`src/rtl/rf_write_arbiter.sv`:
```
// Round-robin arbiter for the shared register-file write port.
// One request accepted per cycle; the write pulse to the register file is registered. Writes to x0 are accepted but produce no write.
module rf_write_arbiter #(
  parameter int NUM_REQ = 4,
  parameter int XLEN    = 32,
  parameter int ADDR_W  = 5,
  parameter int IDX_W   = $clog2(NUM_REQ)
) (
  input  logic                      clk,
  input  logic                      rst_n,
  input  logic [NUM_REQ-1:0]        req_valid_i,
  input  logic [NUM_REQ*ADDR_W-1:0] req_addr_i,
  input  logic [NUM_REQ*XLEN-1:0]   req_data_i,
  output logic [NUM_REQ-1:0]        req_ready_o,
  output logic                      rf_wr_en_o,
  output logic [ADDR_W-1:0]         rf_addr_o,
  output logic [XLEN-1:0]           rf_data_o,
  output logic [IDX_W-1:0]          grant_idx_o
);

  logic [IDX_W-1:0]  ptr_q;
  logic [IDX_W-1:0]  win_idx;
  logic [IDX_W-1:0]  cand_idx;
  logic              win_found;
  logic [NUM_REQ-1:0] grant;
  logic [ADDR_W-1:0] addr_arr [NUM_REQ];
  logic [XLEN-1:0]   data_arr [NUM_REQ];

  always_comb begin
    for (int unsigned k = 0; k < NUM_REQ; k++) begin
      addr_arr[k] = req_addr_i[k*ADDR_W +: ADDR_W];
      data_arr[k] = req_data_i[k*XLEN +: XLEN];
    end
  end

  // Search starts just after the last winner and wraps; first valid wins.
  always_comb begin
    win_found = 1'b0;
    win_idx   = '0;
    cand_idx  = '0;
    grant     = '0;
    for (int unsigned i = 1; i <= NUM_REQ; i++) begin
      cand_idx = IDX_W'((32'(ptr_q) + i) % NUM_REQ);
      if (!win_found && req_valid_i[cand_idx]) begin
        win_found = 1'b1;
        win_idx   = cand_idx;
      end
    end
    if (win_found) begin
      grant[win_idx] = 1'b1;
    end
  end

  assign req_ready_o = rst_n ? grant : '0;

  always_ff @(posedge clk or negedge rst_n) begin
    if (!rst_n) begin
      ptr_q       <= IDX_W'(NUM_REQ - 1);
      rf_wr_en_o  <= 1'b0;
      rf_addr_o   <= '0;
      rf_data_o   <= '0;
      grant_idx_o <= '0;
    end else if (win_found) begin
      ptr_q       <= win_idx;
      rf_wr_en_o  <= (addr_arr[win_idx] != '0);
      rf_addr_o   <= addr_arr[win_idx];
      rf_data_o   <= data_arr[win_idx];
      grant_idx_o <= win_idx;
    end else begin
      rf_wr_en_o  <= 1'b0;
    end
  end

endmodule

```
`config.mk`:
```
export PLATFORM = sky130hd
export DESIGN_NAME = rf_write_arbiter
export DESIGN_NICKNAME = d
export VERILOG_FILES = /design/src/rtl/rf_write_arbiter.sv
export SDC_FILE = /design/constraint.sdc
export NUM_CORES = 1
export LEC_CHECK = 0
export CAP_MARGIN = 0
export CORE_AREA = 5 5 105 107
export CTS_BUF_LIST = sky130_fd_sc_hd__clkbuf_4
export DETAILED_ROUTE_END_ITERATION = 8
export DIE_AREA = 0 0 110 112
export PLACE_DENSITY_LB_ADDON = 0.12
export SKIP_CTS_REPAIR_TIMING = 1
export SLEW_MARGIN = 20
export SYNTH_ARGS = -nofsm -noshare
export SYNTH_HDL_FRONTEND = slang
export SYNTH_SLANG_ARGS = --single-unit
```
`constraint.sdc`:
```
create_clock -name clk -period 2.03 [get_ports clk]
set_clock_uncertainty 0.2 [all_clocks]
set_input_delay 0.203 -clock clk [delete_from_list [all_inputs] [get_ports clk]]
set_output_delay 0.203 -clock clk [all_outputs]
set_load 0.1 [all_outputs]
```
# Word-level counts from Yosys, hierarchy flattened
# Cells that the tools add are included.
word_totals:
  register_bits: 42
  latchBits: 0
  ramBits: 0
  romBits: 0
  inputBits: 154
  out_inout_bits: 44
  wordCells: 52
  mem_count: 0
classes:
  n_addsub: 4
  multipliers: 0
  div: 0
  order_cmp: 7
  eq_ne: 0
  shift: 0
  muxes: 27
  bitwise: 1
  n_reduce_logical: 8
op_table:
  columns: ["op", "n"]
  rows:
  - ["$bmux 32 s2", 1]
  - ["$mux 32", 2]
  - ["$lt 2x3->1 const B", 5]
  - ["$bmux 5 s2", 1]
  - ["$mux 1", 10]
  - ["$mux 5", 2]
  - ["$bmux 1 s2", 4]
  - ["$mux 2", 4]
  - ["$mux 4", 2]
  - ["$reduce_bool 5->1", 1]
  - ["$add 2x1->2 const B", 2]
  - ["$add 2x2->2 const B", 2]
  - ["$logic_and 1x1->1", 4]
  - ["$ge 3x3->1 const B", 1]
  - ["$logic_not 1->1", 3]
  - ["$not 2->3", 1]
  - ["$demux 1 s2", 1]
  - ["$ge 2x1->1 const B", 1]

# Depth between registers and ports, before layout
# Gate-level depths: netlist (run 1).
logic_depth:
  ltp_word: 19
  depth_mapped: 10
  depth_no_buf: 6

# Least setup slack after synthesis (run 1)
# Ideal clock, no wire load.
synth_timing:
  path_kind: "register -> output"
  startpoint: "register ptr_q[1]"
  endpoint: "output port req_ready_o[1]"
  t_arrival_ns: 2.745
  required_time_ns: 1.627
  setup_slack_ns: -1.118
  stages_incl_launch_ff: 9
  n_path_buf: 3
  cell_sequence: "dfstp_2 buf_4 mux2i_1 or2_1 buf_6 o211ai_4 buf_2 nand2_1 nor2_1"
synth_between:
  elab_chain_cells: 19
  word_cells_on_any_way: 33
  classes_between: "4 x add/sub; 2 x order compare; 20 x mux; 7 x reduce/logical"
synth_rtl:
  columns: ["element", "line_no", "text"]
  rows:
  - ["start, declared", "21", "logic [IDX_W-1:0] ptr_q;"]
  - ["start signal, assigned", "58", "ptr_q <= IDX_W'(NUM_REQ - 1);"]
  - ["start signal, assigned", "64", "ptr_q <= win_idx;"]
  - ["$add 2x1->2", "43", "cand_idx = IDX_W'((32'(ptr_q) + i) % NUM_REQ);"]
  - ["$bmux 1 s2", "44", "if (!win_found && req_valid_i[cand_idx]) begin"]
  - ["$mux 1 (implied by the code)", "44", null]
  - ["$mux 1", "44", null]
  - ["$logic_not 1->1", "44", null]
  - ["$logic_and 1x1->1", "44", null]
  - ["$mux 1", "44", null]
  - ["$logic_not 1->1", "44", null]
  - ["[3 not listed]", null, null]
  - ["$logic_and 1x1->1", "44", null]
  - ["$mux 2", "44", null]
  - ["$lt 2x3->1 (implied by the code) / $ge 2x1->1 (equally long branches)", "50", "grant[win_idx] = 1'b1;"]
  - ["$logic_and 1x1->1 (implied by the code)", "50", null]
  - ["$mux 1 (implied by the code)", "50", null]
  - ["$demux 1 s2", "50", null]
  - ["$mux 4 *", "49", "if (win_found) begin"]
  - ["$mux 4 *", "54", "assign req_ready_o = rst_n ? grant : '0;"]
  - ["end, declared", "14", "output logic [NUM_REQ-1:0] req_ready_o,"]
# Every way passes the cells marked *; elsewhere a longest branch is shown, timed or not. The select of a mux whose other input is x is not followed.

# Worst setup path in the final report (run 1)
layout_timing:
  startpoint: "register ptr_q[1]"
  endpoint: "output port req_ready_o[2]"
# Same word-level chain as after synthesis.

==> results.tsv, run 1 <==
stage	metric	value	unit
clock_tree	cts_num_sinks	42	
global_route	grt_overflow	0	
floorplan	core.rowCount	37	
setup_path	path_cells	buf_6 -> and3b_2 -> nor3_4 -> or2_4 -> buf_12 -> nor2_4 -> buf_12	
route	drc	0	
setup_path	endpoint_kind	output port	
setup_path	cpPeakStageDelay	0.56	ns
timing	hold_slack	0.2326	ns
logic_synthesis	synth_compound_area_share	14.39	%
logic_synthesis	synth-simple-area-share	42.22	%
place	place_ws	-0.4051	ns
cells_and_area	drive_gt1_share	21.54	%
cells_and_area	nFillCells	961	
route	finalWirelength	12310	µm
route	wl_per_cell	15.94	µm
timing	finalWorstSetupSlack	-0.3385	ns
floorplan	coreArea	0.01005	mm²
floorplan	die_height	112	µm
timing	fmax	422.2	MHz
clock_tree	cts_buffers	5	
global_route	grt_start_max_net_pins	44	
logic_synthesis	avgSynthCellArea	7.192	µm²
flow_run	max-cap-violations	0	
global_route	antenna_found_initial	0	
setup_path	path_class	register to output port	
timing	post-route-period-util	116.7	%
logic_synthesis	synth_cell_type_count	38	
timing	fin_setup_tns	-6.563	ns
logic_synthesis	synth_nets	571	
power	p_leak	2.584	nW
setup_path	cp-start-kind	register	
setup_path	crit_required	1.63	ns
global_route	grt_pass1_wl	18040	µm
place	hpwlAfterDp	8997	µm
route	firstDrtPassIters	4	
cells_and_area	layout.nets	789	
setup_path	rrSetupSlack	-0.24	ns
floorplan	dieArea	0.01232	mm²
cells_and_area	diodes	0	
place	gp_congestion	0.8613	
timing	fin_crit	2.369	ns
global_route	grtUsageTotal	18.17	%
cells_and_area	mostFrequentLayoutCells	nand2_1, clkdlybuf4s50_1, buf_4, and3_1, dfrtp_1	
logic_synthesis	synth_top_area_share	33.38	%
global_route	grt_pass1_vias	3735	
logic_synthesis	synth_top_area_cell	dfrtp_1	
route	vias	3696	
clock_tree	cts_max_path_buffers	2	
logic_synthesis	synthMuxAreaShare	1.043	%
timing	slew_violations	0	
clock_tree	cts_htree_levels	2	
clock_tree	cts_tree	done	
floorplan	io_pins	198	
floorplan	die_width	110	µm
logic_synthesis	netlist_instances	417	
timing	tightest_slew	0.4456	ns
logic_synthesis	synth_fa_ha_area_share	0	%
cells_and_area	utilization	56.47	%
route	drt_iter0_markers	141	
logic_synthesis	synth_edf_count	0	
route	vias_per_cell	4.788	
cells_and_area	layout_commonest_cell	nand2_1	
outcome	violations	setup timing	
timing	maxSlewHeadroom	70.29	%
logic_synthesis	synth_top_family_by_area	simple AND/OR/NAND/NOR gates	
clock_tree	insertion_delay	0.33	ns
logic_synthesis	yosys-top-cells-area	dfrtp_1, nand2_1, and3_1, o31ai_1, buf_6	
outcome	status	finished with violations	
logic_synthesis	synth_flop_cell	dfrtp_1	
min_path	hold_class	input pin to register	
timing	hold_viol	0	
logic_synthesis	synth-seq-cells	42	
setup_path	crit_top_cell	buf_12	
floorplan	start_util	29.85	%
clock_tree	path_clk_slew	0.11	ns
setup_path	r2r_cells	9	
setup_path	cp_max_fo	7	
timing	setup_viol	41	
timing	rsz0062_at_grt	true	
logic_synthesis	ys_seq_area_share	35.13	%
setup_path	critPathSlowestCell	dfstp_2	
logic_synthesis	synth_area	0.002999	mm²
logic_synthesis	synthXorXnorAreaFrac	0	%
clock_tree	cts_root_buf	clkbuf_4	
logic_synthesis	ys_async_sr_fraction	100.0	%
min_path	holdPathStages	4	
power	p_per_area	1588	mW/mm²
place	io_buffer_count	197	
setup_path	cp.arrival	1.97	ns
route	detail-route-antenna-nets	0	
power	ir_worst_vdd	0.0008397	V
cells_and_area	area_delta_synth_final	89.15	%
logic_synthesis	yosysWarnings	0	
## cells in the mapped netlist, types with 4 or more instances
cell and n:
nand2_1 183, nor3_1 6, buf_4 5, buf_2 8, and3_1 68, nand3_1 4, dfrtp_1 40, buf_6 6
nor2_1 10, inv_1 4, clkbuf_1 13, o31ai_1 34
## cells by family after synthesis
| kind of cell | count (synthesis) |
|---|---|
| buffers and inverters | 38 |
| multiplexers | 3 |
| AO/OA/AOI/OAI | 53 |
| flip-flops | 42 |
| AND/OR/NAND/NOR | 281 |
## where the power goes
part	leakage, nW	switching (W)	internal (W)
sequential	0.485	0.000238	0.00127
combinational	2.07	0.00482	0.00227
clock	0.0331	0.000273	0.000144
total	2.58	0.00533	0.00368
## worst max-delay path: cells and delay by family, from the launching register on
family | cells | cell delay [ns]
buffers and inverters | 3 | 0.44
DFF | 1 | 0.56
and+or+nand+nor | 4 | 0.62
## stage by stage
stage / power [W] / instance area (µm²) / instances
floorplan: 0.006377 / 3093 / 417
global placement: 0.008026 / 5278 / 747
detailed placement: 0.008083 / 5278 / 747
CTS: 0.008519 / 5331 / 755
global route: 0.009478 / 5673 / 772
finish: 0.009009 / 5673 / 772
## metal layers
metal | vias to the layer above | wire length (µm) | global-route usage [%]
met2 | 141 | 6162 | 31.23
met5 | - | 0 | 0
li1 | 1847 | - | -
met3 | 4 | 1173 | 5.565
met4 | 0 | 83 | 4.489
met1 | 1704 | 4889 | 21.83
## state kept, by name (all words and copies together), names as in the netlist
register	flops
ptr_q	2
rf_data_o	32
grant_idx_o	2
rf_wr_en_o	1
rf_addr_o	5
## path summary, 6_finish.rpt
path | startpoint | to
max | ptr_q[1]$_DFFE_PN1N_ | req_ready_o[2]
min | req_valid_i[2] | ptr_q[1]$_DFFE_PN1N_
max reg2reg | ptr_q[1]$_DFFE_PN1N_ | rf_wr_en_o$_DFF_PN0_
min reg2reg | rf_data_o[23]$_DFFE_PN0N_ | rf_data_o[23]$_DFFE_PN0N_
max in group asynchronous | rst_n | rf_data_o[24]$_DFFE_PN0N_
min in group asynchronous | rst_n | rf_addr_o[2]$_DFFE_PN0N_
## final cells by class
type,instances,area (µm²),share of cell area [%]
timing repair buffer,245,2479,43.69
sequential,42,1054,18.57
clock inverter,2,8.758,0.1544
multi-input combinational,337,1902,33.52
tap,136,170.2,3.000
clock buffer,6,45.04,0.7940
inverter,4,15.01,0.2647
Power figures use the tool's default switching activity.
==> run 2, diff against run 1 <==
--- a/config.mk
+++ b/config.mk
@@ -7,10 +7,10 @@
 export LEC_CHECK = 0
 export CAP_MARGIN = 0
 export CORE_AREA = 5 5 105 107
-export CTS_BUF_LIST = sky130_fd_sc_hd__clkbuf_4
 export DETAILED_ROUTE_END_ITERATION = 8
 export DIE_AREA = 0 0 110 112
 export PLACE_DENSITY_LB_ADDON = 0.12
+export RECOVER_POWER = 100
 export SKIP_CTS_REPAIR_TIMING = 1
 export SLEW_MARGIN = 20
 export SYNTH_ARGS = -nofsm -noshare
==> results.tsv, run 2 (same netlist as run 1, synthesis figures left out) <==
stage	metric	value	unit
global_route	antenna_found_initial	0	
power	p_seq_share	15.9	%
setup_path	cp-start-kind	register	
power	p_comb_share	78.0	%
route	finalWirelength	12920	µm
clock_tree	cts_num_sinks	42	
cells_and_area	largest_register_ffs	32	
clock_tree	cts_htree_levels	2	
place	gp_congestion	0.8613	
route	vias	3752	
floorplan	io_pins	198	
timing	hold_slack	0.2606	ns
global_route	grt_start_max_net_pins	44	
clock_tree	insertion_delay	0.28	ns
global_route	grt_overflow	0	
power	clkPwrFrac	6.1	%
floorplan	dieArea	0.01232	mm²
timing	post-route-period-util	114.7	%
place	hpwlAfterDp	8997	µm
cells_and_area	reg_top3	rf_data_o: 32 flops, rf_addr_o: 5 flops	
power	p_per_area	1613	mW/mm²
setup_path	critPathBufInv	3	
clock_tree	cts_buffers	5	
setup_path	critPathSlowestCell	dfstp_2	
clock_tree	cts_max_path_buffers	2	
route	firstDrtPassIters	4	
global_route	grt_pass1_vias	3721	
place	io_buffer_count	197	
floorplan	core.rowCount	37	
timing	fmax	429.5	MHz
cells_and_area	layout.nets	801	
cells_and_area	mostFrequentLayoutCells	nand2_1, clkdlybuf4s50_1, buf_4, and3_1, dfrtp_1	
setup_path	cp_max_fo	7	
route	drt_iter0_markers	134	
power	power	0.009521	W
cells_and_area	layout_commonest_cell	nand2_1	
timing	maxSlewHeadroom	62.02	%
route	wl_met3	1244	µm
place	placed_area	0.005278	mm²
power	ir_worst_vdd	0.0008550	V
timing	setup_viol	41	
power	internal_power	0.004057	W
route	dr.max_layer_used	met4	
timing	fin_crit	2.328	ns
outcome	status	finished with violations	
route	vias_per_cell	4.786	
outcome	violations	setup timing	
route	detail-route-antenna-nets	0	
clock_tree	cts_root_buf	clkbuf_8	
cells_and_area	final_cell_area	0.005902	mm²
floorplan	die_height	112	µm
timing	slew_violations	0	
route	met2_length	6444	µm
timing	tightest_slew	0.5697	ns
cells_and_area	diodes	0	
flow_run	max-cap-violations	0	
global_route	grt_pass1_wl	18130	µm
cells_and_area	drive_gt1_share	23.15	%
setup_path	cpPeakStageDelay	0.56	ns
clock_tree	cts_tree	done	
floorplan	coreArea	0.01005	mm²
setup_path	path_cells	buf_6 -> and3b_2 -> nor3_4 -> or2_4 -> buf_12 -> nor2_4 -> buf_12	
setup_path	path_class	register to output port	
cells_and_area	area_delta_synth_final	96.79	%
timing	rsz0062_at_grt	true	
power	p_leak	2.689	nW
setup_path	cp.arrival	1.93	ns
route	wl_per_cell	16.48	µm
min_path	hold_class	input pin to register	
timing	finalWorstSetupSlack	-0.2981	ns
floorplan	start_util	29.85	%
power	p_sw_share	57.39	%
timing	fin_setup_tns	-7.301	ns
setup_path	endpoint_kind	output port	
floorplan	die_width	110	µm
global_route	grtUsageTotal	18.26	%
timing	hold_viol	0	
cells_and_area	top_register	rf_data_o	
clock_tree	path_clk_slew	0.07	ns
setup_path	cp_top_family	simple AND/OR/NAND/NOR gates	
route	wl_met1	5147	µm
power	p_switching	0.005464	W
route	drc	0	
setup_path	crit_required	1.63	ns
setup_path	crit_top_cell	buf_12	
[run 2: power groups by stage]
| stage | Combinational, W | Sequential (W) | Clock, W |
|---|---|---|---|
| finish | 0.00743 | 0.00151 | 0.000579 |
| global route | 0.00780 | 0.00157 | 0.000633 |
| CTS | 0.00657 | 0.00151 | 0.000588 |
| detailed placement | 0.00656 | 0.00152 | 0 |
| global placement | 0.00652 | 0.00150 | 0 |
| floorplan | 0.00194 | 0.00444 | 0 |
[run 2: path summary, 6_finish.rpt]
check | start | endpoint | slack, ns | cells after the start
setup reg to reg | ptr_q[1]$_DFFE_PN1N_ | rf_data_o[31]$_DFFE_PN0N_ | -0.23 | 9
setup / recovery | ptr_q[1]$_DFFE_PN1N_ | req_ready_o[2] | -0.30 | 7
max in group asynchronous | rst_n | ptr_q[1]$_DFFE_PN1N_ | 0.76 | 3
hold reg to reg | rf_data_o[23]$_DFFE_PN0N_ | rf_data_o[23]$_DFFE_PN0N_ | 0.28 | 2
hold / removal | req_valid_i[3] | ptr_q[1]$_DFFE_PN1N_ | 0.26 | 4
min in group asynchronous | rst_n | rf_addr_o[1]$_DFFE_PN0N_ | 0.47 | 3
[run 2: area by class of cell]
type | instances | area [µm²]
Multi-Input combinational cell | 337 | 1924
Clock buffer | 7 | 86.33
Timing Repair Buffer | 257 | 2648
Inverter | 4 | 15.01
Clock inverter | 1 | 5.005
Tap cell | 136 | 170.2
Sequential cell | 42 | 1054
Fill cell | 936 | 4144
[run 2: tightest hold or removal path, delay by kind of cell]
kind	cells	cell delay, ns
buffers and inverters	2	0.38
AND/OR/NAND/NOR	2	0.12
[run 2: through the flow]
| stage | std cells | setup WS (ns) | util, % |
|---|---|---|---|
| floorplan | 417 | -0.2726 | - |
| global placement | 747 | -0.3522 | 52.53 |
| detailed placement | 747 | -0.4051 | 52.53 |
| CTS | 755 | -0.4553 | 53.44 |
| global route | 784 | -0.3779 | 58.75 |
| finish | 784 | -0.2981 | 58.75 |
[run 2: per-layer routing]
layer	vias to the layer above	GRT usage, %
li1	1873	-
met1	1735	21.94
met2	140	31.47
met3	4	6.087
met4	0	3.658
met5	-	0
==> run 3, diff against run 2 <==
--- a/config.mk
+++ b/config.mk
@@ -6,9 +6,9 @@
 export NUM_CORES = 1
 export LEC_CHECK = 0
 export CAP_MARGIN = 0
-export CORE_AREA = 5 5 105 107
+export CORE_AREA = 2 2 102 104
 export DETAILED_ROUTE_END_ITERATION = 8
-export DIE_AREA = 0 0 110 112
+export DIE_AREA = 0 0 104 106
 export PLACE_DENSITY_LB_ADDON = 0.12
 export RECOVER_POWER = 100
 export SKIP_CTS_REPAIR_TIMING = 1
==> results.tsv, run 3 (same netlist as run 1, synthesis figures left out) <==
stage	metric	value	unit
global_route	grtUsageTotal	19.31	%
global_route	grt_pass1_vias	3560	
route	drt_iter0_markers	108	
setup_path	cp.arrival	1.93	ns
clock_tree	cts_htree_levels	2	
floorplan	dieArea	0.01102	mm²
place	place_ws	-0.3933	ns
clock_tree	path_clk_slew	0.08	ns
timing	fin_setup_tns	-6.242	ns
route	drc	0	
route	finalWirelength	11210	µm
cells_and_area	mostFrequentLayoutCells	nand2_1, clkdlybuf4s50_1, and3_1, clkbuf_2, dfrtp_1	
place	placed_area	0.005315	mm²
place	io_buffer_count	197	
floorplan	io_pins	198	
clock_tree	insertion_delay	0.29	ns
setup_path	path_class	register to output port	
cells_and_area	final_cell_area	0.005543	mm²
cells_and_area	layout_commonest_cell	nand2_1	
cells_and_area	reg_top3	rf_data_o: 32 flops, rf_addr_o: 5 flops	
global_route	antenna_found_initial	0	
power	p_per_area	1581	mW/mm²
timing	post-route-period-util	114.7	%
power	p_sw_share	60.04	%
cells_and_area	largest_register_ffs	32	
route	detail-route-antenna-nets	0	
floorplan	die_height	106	µm
timing	slew_violations	0	
outcome	violations	setup timing	
power	p_leak	2.547	nW
route	vias	3691	
cells_and_area	layout.nets	792	
min_path	hold_class	input pin to register	
timing	tightest_slew	0.8186	ns
power	p_comb_share	75.2	%
power	ir_worst_vdd	0.0007234	V
global_route	grt_overflow	0	
setup_path	cp-start-kind	register	
timing	finalWorstSetupSlack	-0.2991	ns
cells_and_area	diodes	0	
floorplan	core.rowCount	37	
cells_and_area	top_register	rf_data_o	
floorplan	start_util	29.99	%
clock_tree	cts_max_path_buffers	2	
power	clkPwrFrac	7.6	%
timing	fmax	429.4	MHz
route	vias_per_cell	4.763	
timing	hold_viol	0	
clock_tree	cts_root_buf	clkbuf_8	
place	hpwlAfterDp	8537	µm
flow_run	max-cap-violations	0	
route	wl_per_cell	14.47	µm
floorplan	die_width	104	µm
timing	fin_crit	2.329	ns
power	p_switching	0.005261	W
setup_path	crit_required	1.63	ns
timing	rsz0062_at_grt	true	
setup_path	endpoint_kind	output port	
setup_path	cp_max_fo	7	
place	gp_congestion	0.7773	
timing	maxSlewHeadroom	45.43	%
power	p_seq_share	17.2	%
cells_and_area	area_delta_synth_final	84.81	%
outcome	status	finished with violations	
clock_tree	cts_tree	done	
global_route	grt_pass1_wl	17460	µm
cells_and_area	drive_gt1_share	21.75	%
route	firstDrtPassIters	4	
clock_tree	cts_buffers	5	
power	internal_power	0.003502	W
floorplan	coreArea	0.01000	mm²
global_route	grt_start_max_net_pins	32	
clock_tree	cts_num_sinks	42	
timing	setup_viol	40	
[run 3: changes by cell type in the layout (fill, tap and decap cells not counted), moves of 2 or more]
cell	delta
and3_1	+3
o31ai_2	+5
o31ai_1	-4
o221ai_4	-2
clkbuf_16	-6
and3_4	-3
buf_4	-42
buf_12	-5
clkbuf_2	+41
o221ai_2	+3
buf_6	+4
[run 3: worst paths after layout]
kind	start	endpoint	slack, ns	depth (start not counted)
setup / recovery	ptr_q[1]$_DFFE_PN1N_	req_ready_o[2]	-0.30	7
hold / removal	req_valid_i[2]	ptr_q[1]$_DFFE_PN1N_	0.24	4
setup reg to reg	ptr_q[1]$_DFFE_PN1N_	rf_data_o[20]$_DFFE_PN0N_	-0.20	8
hold reg to reg	rf_data_o[1]$_DFFE_PN0N_	rf_data_o[1]$_DFFE_PN0N_	0.28	2
max in group asynchronous	rst_n	rf_addr_o[0]$_DFFE_PN0N_	0.58	3
min in group asynchronous	rst_n	grant_idx_o[0]$_DFFE_PN0N_	0.42	3
[run 3: power groups by stage]
| stage | clock (W) | sequential [W] | combinational (W) |
|---|---|---|---|
| detailed placement | 0 | 0.00153 | 0.00652 |
| global placement | 0 | 0.00151 | 0.00648 |
| global route | 0.000718 | 0.00157 | 0.00692 |
| finish | 0.000666 | 0.00151 | 0.00659 |
| CTS | 0.000689 | 0.00152 | 0.00653 |
| floorplan | 0 | 0.00444 | 0.00194 |
[run 3: area by class of cell]
cell class                      count  area, µm²
Sequential cell                    42       1054
Clock inverter                      1      30.03
Clock buffer                        7      76.32
Timing Repair Buffer              248       2317
Inverter                            4      15.01
Tap cell                          136      170.2
Fill cell                         987       4457
Multi-Input combinational cell    337       1881
[run 3: per-layer routing]
metal	routed length, µm	vias to the layer above	track usage, %	part of all wire (%)
li1	-	1849	-	-
met1	4678	1684	23.56	42
met2	5516	148	33.93	49
met4	120	0	3.958	1.1
met5	0	-	0	0
met3	899	10	5.641	8.0
[run 3: critical path, cell delays in order (launching register included)]
cell	delay, ns
dfstp_2	0.56
buf_6	0.12
and3b_2	0.21
nor3_4	0.06
or2_4	0.27
buf_6	0.12
nor2_4	0.11
buf_12	0.18
[run 3: through the flow]
step           hold WS (ns)  util (%)  power (W)  std cells
5_1_grt              0.2679     55.43   0.009204        775
3_3_place_gp        0.04593     53.15   0.007992        757
4_1_cts             -0.2751     54.22   0.008738        765
6_report             0.2395     55.43   0.008763        775
3_5_place_dp        0.04668     53.15   0.008054        757
2_1_floorplan       -0.2926         -   0.006377        417
